[config.mk]
export PLATFORM = sky130hd
export DESIGN_NAME = hazard_ctrl
export DESIGN_NICKNAME = d
export VERILOG_FILES = /design/src/rtl/hazard_ctrl.sv
export SDC_FILE = /design/constraint.sdc
export NUM_CORES = 1
export LEC_CHECK = 0
export ABC_AREA = 1
export ABC_CLOCK_PERIOD_IN_PS = 2700
export CORE_ASPECT_RATIO = 0.6
export CORE_MARGIN = 2
export CORE_UTILIZATION = 35
export CTS_CLUSTER_DIAMETER = 100
export CTS_CLUSTER_SIZE = 30
export DETAILED_ROUTE_END_ITERATION = 7
export PLACE_DENSITY = 0.65
export SLEW_MARGIN = 20
export SYNTH_ARGS = -nofsm -noshare
export SYNTH_HDL_FRONTEND = slang
export SYNTH_SLANG_ARGS = --single-unit
[constraint.sdc]
create_clock -name clock -period 2.7 [get_ports clock]
set_clock_uncertainty 0.1 [all_clocks]
set_input_delay 0.675 -clock clock [delete_from_list [all_inputs] [get_ports clock]]
set_output_delay 0.675 -clock clock [all_outputs]
set_load 0.02 [all_outputs]
[src/rtl/hazard_ctrl.sv]
// Hazard controller for the five-stage pipeline: forwarding selects, load-use and branch-operand
// stalls, branch flush and memory-wait sequencing. Optional stall counter under `HAZARD_PERF_CNT_EN.
module hazard_ctrl #(
    parameter int BR_FLUSH_CYCLES = 1,
    parameter int MEM_WAIT_MAX    = 255
) (
    input  logic        clock,
    input  logic        reset,
    input  logic [4:0]  id_rs,
    input  logic [4:0]  id_rt,
    input  logic        id_uses_rt,
    input  logic        id_is_branch,
    input  logic [4:0]  ex_num_write,
    input  logic        ex_reg_write,
    input  logic        ex_mem_read,
    input  logic [4:0]  mem_num_write,
    input  logic        mem_reg_write,
    input  logic [4:0]  wb_num_write,
    input  logic        wb_reg_write,
    input  logic        branch_taken,
    input  logic        mem_busy,
    output logic        pc_write,
    output logic        if_id_write,
    output logic        if_id_flush,
    output logic        id_exe_flush,
    output logic [1:0]  s_forwardA3,
    output logic [1:0]  s_forwardB3,
    output logic [1:0]  s_forwardA2,
    output logic [1:0]  s_forwardB2,
    output logic        mem_timeout
`ifdef HAZARD_PERF_CNT_EN
    ,
    output logic [31:0] stall_cycles
`endif
);

    typedef enum logic [1:0] {RUN, STALL, BR_FLUSH, MEM_WAIT} state_t;

    localparam logic [2:0]  FLUSH_LOAD = 3'(BR_FLUSH_CYCLES - 1);
    localparam logic [16:0] WAIT_LIMIT = 17'(MEM_WAIT_MAX);

    state_t      state_q, state_d;
    logic [2:0]  flush_cnt_q, flush_cnt_d;
    logic [15:0] wait_cnt_q, wait_cnt_d;
    logic        br_pend_q, br_pend_d;
    logic        timeout_q, timeout_d;
    logic        ex_src_match, lu, bh, hazard;

    // Register 0 is hardwired to zero, so it never matches a destination.
    function automatic logic reg_match(input logic [4:0] src, input logic [4:0] dst);
        return (src != 5'd0) && (src == dst);
    endfunction

    function automatic logic [1:0] fwd_sel(input logic src_used, input logic [4:0] src,
                                           input logic near_we, input logic [4:0] near_num,
                                           input logic far_we, input logic [4:0] far_num);
        logic [1:0] sel;
        sel = 2'b00;
        if (src_used && near_we && reg_match(src, near_num))
            sel = 2'b01;
        else if (src_used && far_we && reg_match(src, far_num))
            sel = 2'b10;
        return sel;
    endfunction

    function automatic logic [15:0] sat_inc(input logic [15:0] v);
        return (v == 16'hFFFF) ? v : v + 16'd1;
    endfunction

    always_comb begin
        ex_src_match = reg_match(id_rs, ex_num_write) | (id_uses_rt & reg_match(id_rt, ex_num_write));
        lu           = ex_mem_read & ex_reg_write & ex_src_match;
        bh           = id_is_branch & ex_reg_write & ex_src_match;
        hazard       = lu | bh;
    end

    always_comb begin
        s_forwardA3 = 2'b00;
        s_forwardB3 = 2'b00;
        s_forwardA2 = 2'b00;
        s_forwardB2 = 2'b00;
        if (!reset) begin
            s_forwardA3 = fwd_sel(1'b1, id_rs, ex_reg_write, ex_num_write, mem_reg_write, mem_num_write);
            s_forwardB3 = fwd_sel(id_uses_rt, id_rt, ex_reg_write, ex_num_write, mem_reg_write, mem_num_write);
            s_forwardA2 = fwd_sel(1'b1, id_rs, mem_reg_write, mem_num_write, wb_reg_write, wb_num_write);
            s_forwardB2 = fwd_sel(id_uses_rt, id_rt, mem_reg_write, mem_num_write, wb_reg_write, wb_num_write);
        end
    end

    always_comb begin
        state_d     = state_q;
        flush_cnt_d = flush_cnt_q;
        wait_cnt_d  = wait_cnt_q;
        br_pend_d   = br_pend_q;
        timeout_d   = timeout_q;
        case (state_q)
            RUN: begin
                if (mem_busy) begin
                    state_d = MEM_WAIT;
                end else if (branch_taken) begin
                    state_d     = BR_FLUSH;
                    flush_cnt_d = FLUSH_LOAD;
                end else if (hazard) begin
                    state_d = STALL;
                end
            end
            STALL: begin
                if (mem_busy)
                    state_d = MEM_WAIT;
                else if (!hazard)
                    state_d = RUN;
            end
            BR_FLUSH: begin
                if (flush_cnt_q == 3'd0)
                    state_d = RUN;
                else
                    flush_cnt_d = flush_cnt_q - 3'd1;
            end
            MEM_WAIT: begin
                if (mem_busy) begin
                    wait_cnt_d = sat_inc(wait_cnt_q);
                    if ({1'b0, wait_cnt_d} > WAIT_LIMIT)
                        timeout_d = 1'b1;
                    if (branch_taken)
                        br_pend_d = 1'b1;
                end else begin
                    // A branch resolved while memory stalled the pipe is replayed on exit.
                    wait_cnt_d = 16'd0;
                    br_pend_d  = 1'b0;
                    if (br_pend_q || branch_taken) begin
                        state_d     = BR_FLUSH;
                        flush_cnt_d = FLUSH_LOAD;
                    end else begin
                        state_d = RUN;
                    end
                end
            end
            default: state_d = RUN;
        endcase
    end

    always_comb begin
        pc_write     = 1'b0;
        if_id_write  = 1'b0;
        if_id_flush  = 1'b0;
        id_exe_flush = 1'b0;
        if (!reset) begin
            case (state_q)
                RUN: begin
                    pc_write    = 1'b1;
                    if_id_write = 1'b1;
                end
                STALL: id_exe_flush = 1'b1;
                BR_FLUSH: begin
                    pc_write    = 1'b1;
                    if_id_write = 1'b1;
                    if_id_flush = 1'b1;
                end
                default: ;
            endcase
        end
    end

    assign mem_timeout = timeout_q & ~reset;

    always_ff @(posedge clock) begin
        if (reset) begin
            state_q     <= RUN;
            flush_cnt_q <= 3'd0;
            wait_cnt_q  <= 16'd0;
            br_pend_q   <= 1'b0;
            timeout_q   <= 1'b0;
        end else begin
            state_q     <= state_d;
            flush_cnt_q <= flush_cnt_d;
            wait_cnt_q  <= wait_cnt_d;
            br_pend_q   <= br_pend_d;
            timeout_q   <= timeout_d;
        end
    end

`ifdef HAZARD_PERF_CNT_EN
    logic [31:0] perf_q;

    always_ff @(posedge clock) begin
        if (reset)
            perf_q <= 32'd0;
        else if (state_q == STALL || state_q == MEM_WAIT)
            perf_q <= perf_q + 32'd1;
    end

    assign stall_cycles = reset ? 32'd0 : perf_q;
`endif

endmodule

-- Yosys cells after proc, flatten, opt, wreduce, memory -nomap -nowiden
Cells that the tools add are included.
- word-level logic and storage cells: 99
- input port bits: 35
- bits in registers: 23
- equality and inequality tests: 19
- reduce and logical (&&, ||, !) cells: 26
- bitwise gates (word level): 9
- muxes and demuxes: 37
- magnitude comparators: 1
- add/subtract/negate cells: 2
- operators with widths (operator ; number):
    2-to-1 mux 2 bit ; 20
    2-to-1 mux 16 bit ; 2
    equality test 5 bit ; 6
    adder 16 x 1 -> 16 bit (second input constant) ; 1
    equality test 16 bit (second input constant) ; 1
    greater-than comparator 16 x 8 -> 1 bit (second input constant) ; 1
    logical AND 1 bit ; 15
    2-to-1 mux 3 bit ; 5
    != test 2 bit (second input constant) ; 7
    nonzero test 5 bit ; 2
    case mux 3 bit (3 select lines) ; 1
    2-to-1 mux 1 bit ; 8
    case mux 2 bit (4 select lines) ; 1
    bitwise AND 1 bit ; 6
    AND reduction 6 bit ; 1
    equality test 2 bit (second input constant) ; 2
    != test 4 bit (second input constant) ; 1
    AND reduction 4 bit ; 1
    logical NOT 3 bit ; 1
    != test 3 bit (second input constant) ; 1
    AND reduction 3 bit ; 1
    nonzero test 3 bit ; 1
    subtractor 3 x 1 -> 3 bit (second input constant) ; 1
    equality test 2 x 1 -> 1 bit (second input constant) ; 1
    other kinds (6) ; 7

-- Longest topological paths before layout
- depth in word-level cells: 10
- mapped depth: 12
- mapped depth without buffers: 12

-- Worst setup path before layout
No wires, ideal clock.
- path kind: input to output
- start: input mem_num_write[2]
- end: output s_forwardA3[1]
- path slack: 228 ps
- arrival time: 1697 ps
- data required time: 1925 ps
- cell stages on the path: 4
- path buffers: 0
- cell sequence: xor2_1 nor4_1 nand2_1 nor3b_1
- cells in the longest elaborated chain, start to end: 6
- ends and longest elaborated chain (what ; RTL line ; source):
    start: declaration ; 16 ; input logic [4:0] mem_num_write,
    equality test 5 bit ; 51 ; return (src != 5'd0) && (src == dst);
    logical AND 1 bit ; 51 ;
    logical AND 1 bit ; 61 ; else if (src_used && far_we && reg_match(src, far_num))
    2-to-1 mux 2 bit ; 61 ;
    2-to-1 mux 2 bit ; 59 ; if (src_used && near_we && reg_match(src, near_num))
    2-to-1 mux 2 bit ; 82 ; if (!reset) begin
    end: declaration ; 26 ; output logic [1:0] s_forwardA3,
Every way passes these cells.

-- Worst setup path after layout
- start: input reset
- end: output s_forwardB2[1]
- cells in the longest elaborated chain, start to end: 1
- ends and longest elaborated chain (what ; RTL line ; source):
    start: declaration ; 8 ; input logic reset,
    2-to-1 mux 2 bit ; 82 ;
    end: declaration ; 29 ; output logic [1:0] s_forwardB2,
Every way passes these cells.

==> results.json <==
{
  "clkTransAtPathRegs_ns": 0.08,
  "dpl_cell_area_sq_mm": 0.00275,
  "r2r-start": "wait_cnt_q[0]$_SDFFE_PP0P_",
  "synth_top_cells_by_area": "dfxtp_1 24%, nand2_1 17%, nor2_1 11%",
  "crit_fanout": 2,
  "drtPass1Iterations": 5,
  "synth_compound_area_share_pct": 14.0,
  "yosys.area_share.simple_pct": 42.6,
  "ys_ff_latch": 23,
  "clockBufferDepth": 2,
  "routed_via_density": 4.96,
  "dp_hpwl_mm": 5.37,
  "finalSetupViolations": 0,
  "worstSetupEndpointType": "output port",
  "cts_root_buf": "clkbuf_8",
  "finalInstanceArea_sq_mm": 0.00285,
  "synth-main-ff-cell": "dfxtp_1",
  "num_rows": 21,
  "fp.dieH_um": 61.8,
  "grt_pass1_wl_mm": 10.2,
  "criticalPathCategory": "primary input to output port",
  "overflow": 0,
  "pin_count": 48,
  "vdd_ir_drop_max_uv": 209,
  "drt_iter0_markers": 188,
  "yosysTopAreaCell": "dfxtp_1",
  "grt_pass1_vias": 2027,
  "leakagePower_nw": 1.35,
  "finalPower_uw": 973,
  "worstHoldStart": "flush_cnt_q[0]$_SDFFE_PP0P_",
  "port_buffers": 47,
  "cts_hold_buf": 0,
  "die_area_sq_mm": 0.00621,
  "min_period_ns": 2.68,
  "yosysSeqAreaShare_pct": 23.6,
  "grt_max_degree": 19,
  "synthCells": 336,
  "pre_cts_ws_ns": -0.943,
  "outcome": "finished clean",
  "wl_per_cell_um": 13.5,
  "post-route-util_pct": 52.2,
  "hold_end": "flush_cnt_q[0]$_SDFFE_PP0P_",
  "synth-adder-area-share_pct": 1.92,
  "avgSynthCellArea_sq_um": 5.81,
  "synth-edff-count": 0,
  "synthMuxAreaShare_pct": 0,
  "cts_buffers": 3,
  "async_flop_share_pct": 0,
  "drive_above_1_share_pct": 22.1,
  "rsz0062_at_grt": "true",
  "gp_congestion": 0.997,
  "slew-limit-headroom_pct": 79.2,
  "maxCapViolCount": 0,
  "start_kind": "primary input",
  "syn2layout_area_growth_pct": 46.2,
  "worst-r2r-cell-count": 8,
  "worst_pin_slew_ns": 0.311,
  "synth_common_cells": "86 x nand2_1, 55 x nor2_1, 49 x inv_1",
  "timing.reg2reg.setup_slack_ns": 0.70,
  "fmax_mhz": 374,
  "yosys_warnings": 0,
  "nets": 459,
  "synth_xor_area_share_pct": 7.63,
  "synth_top_family_by_area": "simple AND/OR/NAND/NOR gates",
  "hold_path_class": "register to register",
  "power_density_mw_per_mm2": 341,
  "period_share_pct": 99.1,
  "die_width_um": 100,
  "cts_num_sinks": 23,
  "layout_setup_ws_ns": 0.0240,
  "drtAntennaViolNets": 0,
  "vias": 2424,
  "timing.hold.ws_ns": 0.372,
  "drc": 0,
  "syn-num-nets": 374,
  "whs_path_depth": 2,
  "syn_area_sq_mm": 0.00195,
  "antenna_cells": 0,
  "r2r-end": "wait_cnt_q[5]$_SDFFE_PP0P_",
  "report.final.hold_viol_count": 0,
  "yosysTopAreaCellShare_pct": 23.6,
  "cp.required_ns": 1.92,
  "drv_slew": 0,
  "antenna_found_initial": 0,
  "core-area_sq_mm": 0.00547,
  "wirelength_mm": 6.58,
  "yosysMostFrequentCell": "nand2_1",
  "grt_usage_pct": 21.4,
  "cp.arrival_ns": 1.90,
  "cts_tree": "yes",
  "synth_cell_type_count": 32,
  "cts.htree.levels": 1,
  "start_util_pct": 35.7,
  "clock_latency_ns": 0.27
}
-- worst max-delay path by stage --
stage	from	to
floorplan	mem_num_write[2]	s_forwardA3[1]
finish	reset	s_forwardB2[1]
detailed placement	id_rs[2]	s_forwardA3[1]
global route	id_rs[1]	s_forwardA2[1]
global placement	id_rs[2]	s_forwardA3[1]
CTS	wb_num_write[3]	s_forwardA2[1]
-- state kept, by name, summed over array words and instances (netlist names) --
signal,count
br_pend_q,1
flush_cnt_q,3
wait_cnt_q,16
state_q,2
timeout_q,1
-- layout by cell type, fill, tap and decap left out, types with 3 or more instances in the layout --
cell type / n
nor2_1: 52
o21ai_0: 16
inv_1: 40
nand2_1: 82
clkbuf_8: 3
xnor2_1: 4
buf_4: 40
o22ai_1: 5
clkdlybuf4s50_1: 9
xor2_1: 13
clkbuf_2: 5
ha_1: 3
nand3_1: 22
buf_2: 4
nand4_1: 5
inv_2: 9
dfxtp_1: 23
a21oi_1: 17
or2_2: 4
nand2_2: 5
nor3_1: 5
clkdlybuf4s15_1: 5
dlygate4sd2_1: 16
nand3_2: 5
-- final cells by class --
class	count	area (sq um)
Inverter	49	184
Timing Repair Buffer	83	681
Tap cell	69	86.3
Sequential cell	23	460
Clock buffer	4	45.0
Multi-Input combinational cell	261	1400
Fill cell	561	2610
-- kinds of logic (layout without fill, tap and decap cells) --
group                    Yosys count  after routing
AND/OR/NAND/NOR                  192            192
buffers and inverters             52            136
AO/OA/AOI/OAI                     49             49
flip-flops                        23             23
XOR/XNOR                          17             17
adder cells (fa/ha/maj)            3              3
-- metal layers --
metal	track usage, %	part of all wire [%]	wire length, um	up-vias
met5	0	0	0	-
met4	1.96	0.70	46	0
met3	7.27	9.4	620	10
met2	28.1	37	2430	85
met1	33.8	53	3480	1073
li1	-	-	-	1256
-- critical path, stage by stage --
cell and delay, ns:
clkdlybuf4s50_1 0.44, inv_2 0.08, nand2_2 0.08, nor4_4 0.29
and3_4 0.22, buf_6 0.11
-- stage by stage --
step | setup TNS, ns | cells
5_1_grt | -0.0377 | 489
4_1_cts | 0 | 487
3_5_place_dp | -6.83 | 481
6_report | 0 | 489
2_1_floorplan | 0 | 336
3_3_place_gp | -6.91 | 481
-- report_power, final --
group	total (mW)	internal, mW	switching (mW)
Clock	0.223	0.106	0.117
Combinational	0.372	0.154	0.218
Sequential	0.378	0.361	0.0170
Total	0.973	0.621	0.352
-- what timing repair did --
item / in CTS / in global routing
gates resized for setup: 98 / 30
buffers inserted: 2 / 2
hold endpoints to repair: 0 / 0
pin swaps: 9 / 8
setup endpoints to repair: 13 / 5
(Power assumes the default switching activity.)
